File: config.mk
export PLATFORM = sky130hd
export DESIGN_NAME = sh1_ext_bus_bridge
export DESIGN_NICKNAME = d
export VERILOG_FILES = /design/src/rtl/sh1_ext_bus_bridge.sv
export SDC_FILE = /design/constraint.sdc
export NUM_CORES = 1
export LEC_CHECK = 0
export CAP_MARGIN = 25
export CORE_ASPECT_RATIO = 1.25
export CORE_UTILIZATION = 28
export DETAILED_ROUTE_END_ITERATION = 12
export PLACE_DENSITY = 0.6
export SYNTH_ARGS = -nofsm -noshare
export SYNTH_HDL_FRONTEND = slang
export SYNTH_SLANG_ARGS = --single-unit
File: constraint.sdc
create_clock -name CLK -period 2.5 [get_ports CLK]
set_input_delay 0.5 -clock CLK [delete_from_list [all_inputs] [get_ports CLK]]
set_output_delay 0.5 -clock CLK [all_outputs]
set_load 0.05 [all_outputs]
File: src/rtl/sh1_ext_bus_bridge.sv
// Bridge from the SH-1 chip-select/strobe bus to NUM_CS request/acknowledge
// memory ports; owns WAITN, the read-data return path and the sticky error flags.
module sh1_ext_bus_bridge #(
  parameter int NUM_CS   = 4,
  parameter int AW       = 22,
  parameter int MIN_WAIT = 1,
  parameter int TIMEOUT  = 255
) (
  input  logic              CLK,
  input  logic              RST_N,
  input  logic              CE_R,
  input  logic [AW-1:0]     A,
  input  logic [15:0]       DO,
  input  logic [NUM_CS-1:0] CSN,
  input  logic              RDN,
  input  logic              WRHN,
  input  logic              WRLN,
  output logic [15:0]       DI,
  output logic              WAITN,
  output logic [AW-1:0]     MEM_A,
  output logic [15:0]       MEM_DO,
  output logic [1:0]        MEM_BE,
  output logic              MEM_WE,
  output logic [NUM_CS-1:0] MEM_REQ,
  input  logic [NUM_CS-1:0] MEM_ACK,
  input  logic [15:0]       MEM_DI,
  output logic              TO_ERR,
  output logic              MULTI_CS,
  input  logic              ERR_CLR
);

  localparam int CH_W = (NUM_CS > 1) ? $clog2(NUM_CS) : 1;
  localparam int TO_W = 10;

  typedef enum logic [1:0] {
    IDLE = 2'd0,
    REQ  = 2'd1,
    HOLD = 2'd2
  } state_t;

  state_t          state, state_next;
  logic [CH_W-1:0] ch, ch_sel;
  logic            multi_sel;
  int              n_low;
  logic [3:0]      wait_cnt;
  logic [TO_W-1:0] to_cnt;
  logic            ack_latch;
  logic [15:0]     rd_data;

  logic cs_any, strobe_any, released, wait_ok, to_hit, ack_now;
  logic start, done_ack, done_to;

  assign cs_any     = ~&CSN;
  assign strobe_any = ~(RDN & WRHN & WRLN);
  // The access ends as soon as the core drops its chip select or all strobes.
  assign released   = CSN[ch] | (RDN & WRHN & WRLN);
  // Counters are compared post-increment, so MIN_WAIT and TIMEOUT count CE_R
  // periods from the start edge to the release edge.
  assign wait_ok    = ({1'b0, wait_cnt} + 5'd1) >= 5'(MIN_WAIT);
  assign to_hit     = (to_cnt == TO_W'(TIMEOUT - 1));
  assign ack_now    = |(MEM_ACK & MEM_REQ);

  // Lowest-index active chip select wins; more than one low is flagged.
  always_comb begin
    // NOTE: every variable gets a default before any branch so no path infers a latch.
    ch_sel = '0;
    n_low  = 0;
    for (int i = NUM_CS - 1; i >= 0; i--) begin
      if (!CSN[i]) begin
        ch_sel = CH_W'(i);
        n_low  = n_low + 1;
      end
    end
    multi_sel = (n_low > 1);
  end

  // State register.
  always_ff @(posedge CLK or negedge RST_N) begin
    if (!RST_N) state <= IDLE;
    // NOTE: non-blocking so every register samples the pre-edge values of the others.
    else        state <= state_next;
  end

  // Next-state logic; all transitions happen only on CE_R.
  always_comb begin
    state_next = state;
    start      = 1'b0;
    done_ack   = 1'b0;
    done_to    = 1'b0;
    if (CE_R) begin
      case (state)
        IDLE: begin
          if (cs_any && strobe_any) begin
            start      = 1'b1;
            state_next = REQ;
          end
        end
        REQ: begin
          // A latched ack always beats a coincident timeout.
          if (ack_latch && wait_ok) begin
            done_ack   = 1'b1;
            state_next = released ? IDLE : HOLD;
          end else if (!ack_latch && to_hit) begin
            done_to    = 1'b1;
            state_next = released ? IDLE : HOLD;
          end
        end
        HOLD: begin
          if (released) state_next = IDLE;
        end
        default: state_next = IDLE;
      endcase
    end
  end

  // Outputs decoded from state so an async reset drops them immediately.
  always_comb begin
    WAITN   = (state != REQ);
    MEM_REQ = '0;
    for (int i = 0; i < NUM_CS; i++) begin
      MEM_REQ[i] = (state == REQ) && (ch == CH_W'(i));
    end
  end

  // Access latches, counters, ack capture and the read-data return path.
  always_ff @(posedge CLK or negedge RST_N) begin
    if (!RST_N) begin
      ch        <= '0;
      MEM_A     <= '0;
      MEM_DO    <= '0;
      MEM_BE    <= '0;
      MEM_WE    <= 1'b0;
      wait_cnt  <= '0;
      to_cnt    <= '0;
      ack_latch <= 1'b0;
      rd_data   <= '0;
      DI        <= 16'hFFFF;
    end else begin
      // Acks arrive on any CLK edge, not only on CE_R.
      if (ack_now) begin
        ack_latch <= 1'b1;
        rd_data   <= MEM_DI;
      end

      if (start) begin
        ch        <= ch_sel;
        MEM_A     <= A;
        MEM_DO    <= DO;
        MEM_WE    <= ~(WRHN & WRLN);
        MEM_BE    <= (WRHN & WRLN) ? 2'b11 : {~WRHN, ~WRLN};
        wait_cnt  <= '0;
        to_cnt    <= '0;
        ack_latch <= 1'b0;
      end

      if (CE_R && (state == REQ)) begin
        if (wait_cnt != 4'd15) wait_cnt <= wait_cnt + 4'd1;
        to_cnt <= to_cnt + TO_W'(1);
      end

      if (done_ack && !MEM_WE) DI <= rd_data;
      if (done_to)             DI <= 16'hFFFF;

      // Leaving for IDLE (from REQ on abort, or from HOLD) re-arms the ack latch.
      if ((state != IDLE) && (state_next == IDLE)) ack_latch <= 1'b0;
    end
  end

  // Sticky error flags; a set in the same cycle as ERR_CLR wins.
  always_ff @(posedge CLK or negedge RST_N) begin
    if (!RST_N) begin
      TO_ERR   <= 1'b0;
      MULTI_CS <= 1'b0;
    end else begin
      if (ERR_CLR) begin
        TO_ERR   <= 1'b0;
        MULTI_CS <= 1'b0;
      end
      if (done_to)             TO_ERR   <= 1'b1;
      if (start && multi_sel)  MULTI_CS <= 1'b1;
    end
  end

endmodule

==> run metrics, run 1 <==
status complete, no violations; largest net degree at the start of global routing 64; cell area after synthesis ~0.0043 sq mm; TritonCTS Buffers 9; worst slack, placed 0.0422 ns; CTS max path bufs 2; WS Path Type register to primary output; Seq/Total Area, Yosys between 50% and 60%; layout cells sized above 1 16.2%; die height approximately 140 microns; fillers ~1500; Psw between 4 and 5 mW; Syn Area/Cell between 10 and 15 sq um; main area contributors after synthesis dfrtp_1 45%, nand2_1 11%, dfstp_2 9.8%, o211ai_1 4.5%, mux2_2 4.2%; syn_nets between 500 and 600; Main synth FF type dfrtp_1; sw frac 44.9%; vias in the first global route approximately 3700; register area 0.00237 sq mm; Yosys top cell area share 45.3%; first-pass detailed-route iteration total 4; clock sinks between 90 and 100; first-pass GRT wire length about 18000 microns; area delta synth->final 45.1%; power per cell area roughly 1400 mW/mm^2; Distinct cells, synth 46; DIE WIDTH ~110 microns; setup TNS 0 ns; Pint 4.92 mW; WP data arrival 1.69 ns; WL/cell between 10 and 15 microns; Startpoint Class register; Hold Vio Cnt, Final 0; DRC violations left 0; Largest delay share family, worst path buffers and inverters; Fmax about 0.46 GHz; min cycle time layout ~2.2 ns; commonest non-fill, non-tap cell in the layout nand2_1; placed instance area 0.00592 sq mm; grt total ovfl 0; Core Rows 50; Period Utilization, post-route 87.5%; Top Ports roughly 130; Initial Utilization approximately 29%; half-perimeter wire length after detailed placement between 7000 and 8000 microns; initial drt markers 97; overall routing resource usage ~15%; yosys warns 0; Final nets around 640; # Post-CTS Setup Buffers 0; Buf/Inv on CP 1; Seq pwr share 30.8%; Async S/R FF share, synth 100%; Clk pwr share 16.7%; Rel. slew slack 62.1%; RSZ-0062 raised after global routing no; non-filler instance count after layout ~750; CP Data Required Time 2.00 ns; slowest cell on the critical path clkdlybuf4s50_1; endpoint class of the critical path primary output; Clock transition at path regs around 0.07 ns; Critical Path Fanout Max 2; clock skew about 0.005 ns; Detailed Route WL approximately 11000 microns; post-route cell area 0.00625 sq mm; area leader, netlist dfrtp_1; Core Area between 0.015 and 0.02 sq mm; routed via count 3518; setup ws final between 0.3 and 0.4 ns; final setup vio count 0; DR vias/cell 4.68; critical path's largest stage delay between 0.8 and 0.9 ns; H-tree depth 3; Post-Synthesis Cells ~430; hold_buf cts 0; Comb power frac about 53%; maxcap violations 0; number of synthesized flops with an enable pin 0; dpl cells about 740; CTS Root Cell clkbuf_16; peak supply drop around 730 uV; die area between 0.015 and 0.02 sq mm; CTS tree built; n_diodes 0; post-synthesis sequential element count 94; # port buffers between 100 and 150; Pleak 2.79 nW; post-route ant nets 0; gp weighted congestion roughly 0.72; HP Class input port to asynchronous set/reset pin; max-slew violations 0; area of the multi-input gates between 0.0015 and 0.002 sq mm; crit-path cells clkdlybuf4s50_1; Tightest Pin Transition 0.567 ns; clock latency on the worst-skew pair approximately 0.35 ns; commonest cells after routing, fill and taps aside 130 x nand2_1, 126 x clkdlybuf4s50_1, 78 x dfrtp_1; antenna violations before repair 0
## power groups by stage
| stage | clock network, mW | registers (mW) | logic [mW] |
|---|---|---|---|
| final | 1.49 | 2.75 | 4.69 |
| after global routing | 1.62 | 2.86 | 5.00 |
| after CTS | 1.55 | 2.76 | 4.74 |
| after detailed placement | 0 | 2.76 | 4.73 |
| after global placement | 0 | 2.74 | 4.66 |
| after floorplan | 0 | 4.26 | 1.61 |
## Yosys cell counts, types with 3 or more instances
cell type	number
a21oi_1	4
a31oi_1	7
and3_1	3
buf_2	7
buf_6	4
clkbuf_1	11
dfrtp_1	78
dfstp_2	16
ha_1	9
inv_1	27
mux2_2	16
nand2_1	130
nand3_1	12
nor2_1	13
o211ai_1	26
o211ai_2	10
o21ai_0	14
o31ai_1	3
xnor2_1	3
## sequential cells by signal, summed over array words and instances, names as in the netlist, 2 cells and up
signal / cells
wait_cnt: 4
to_cnt: 10
ch: 2
MEM_DO: 16
state: 2
MEM_A: 22
rd_data: 16
DI: 16
MEM_BE: 2
## through the flow
step / hold slack, ns / utilization [%] / total power [mW]
after floorplan: 0.204 / - / 5.87
after global placement: 0.455 / 39.5 / 7.40
after detailed placement: 0.461 / 39.5 / 7.50
after CTS: 0.0954 / 41.6 / 9.05
after global routing: 0.109 / 41.6 / 9.47
final: 0.0919 / 41.6 / 8.93
## area by class of cell
class,instances,share of cell area [%]
clock buffers,11,3.88
clock inverters,5,1.32
well taps,182,3.64
inverters,28,1.68
repair buffers,150,23.9
multi-input cells,281,27.6
flip-flops and latches,94,37.9
## timing repair
action / CTS / global route
endpoints found under the setup margin: 0 / 1
resized for setup: 0 / 1
endpoints found under the hold margin: 0 / 0
## final timing paths
check                                         end  slack, ns                   start  cells past startpoint
max                                         DI[6]       0.31       DI[6]$_DFFE_PN1P_                      1
min                         MEM_DO[4]$_DFFE_PN0P_       0.09                   RST_N                      1
max reg2reg                     DI[9]$_DFFE_PN1P_       0.37   wait_cnt[0]$_DFF_PN0_                      6
min reg2reg                MEM_DO[15]$_DFFE_PN0P_       0.47  MEM_DO[15]$_DFFE_PN0P_                      2
max in group asynchronous      DI[14]$_DFFE_PN1P_       1.67                   RST_N                      2
min in group CLK           MEM_DO[15]$_DFFE_PN0P_       0.47  MEM_DO[15]$_DFFE_PN0P_                      2
## kinds of logic (layout without fill, tap and decap cells)
group	count (synthesis)	count (layout)	share of synthesized area, %
muxes	18	18	5.23
adders and majority gates	9	9	2.61
and+or+nand+nor	171	171	16.6
buffers and inverters	50	194	5.26
AOI/OAI and AO/OA	78	78	14.3
xor gates and xnor gates	5	5	1.02
DFF	94	94	55.1
## routing by layer
layer  wire length, microns  vias to the layer above  track usage, %
met5                      0                        -               0
met4                    189                        0            5.61
met3                    860                       13            5.46
met2                   5140                      115            23.4
met1                   4750                     1671            18.0
li1                       -                     1719               -
Note: power is estimated with default switching activity, not from simulation.
==> run 2: changes to the inputs <==
Settings changed: CTS_CLUSTER_DIAMETER set to 120.
==> results of run 2 <==
Final layout, timing and power as in run 1 (identical DEF).
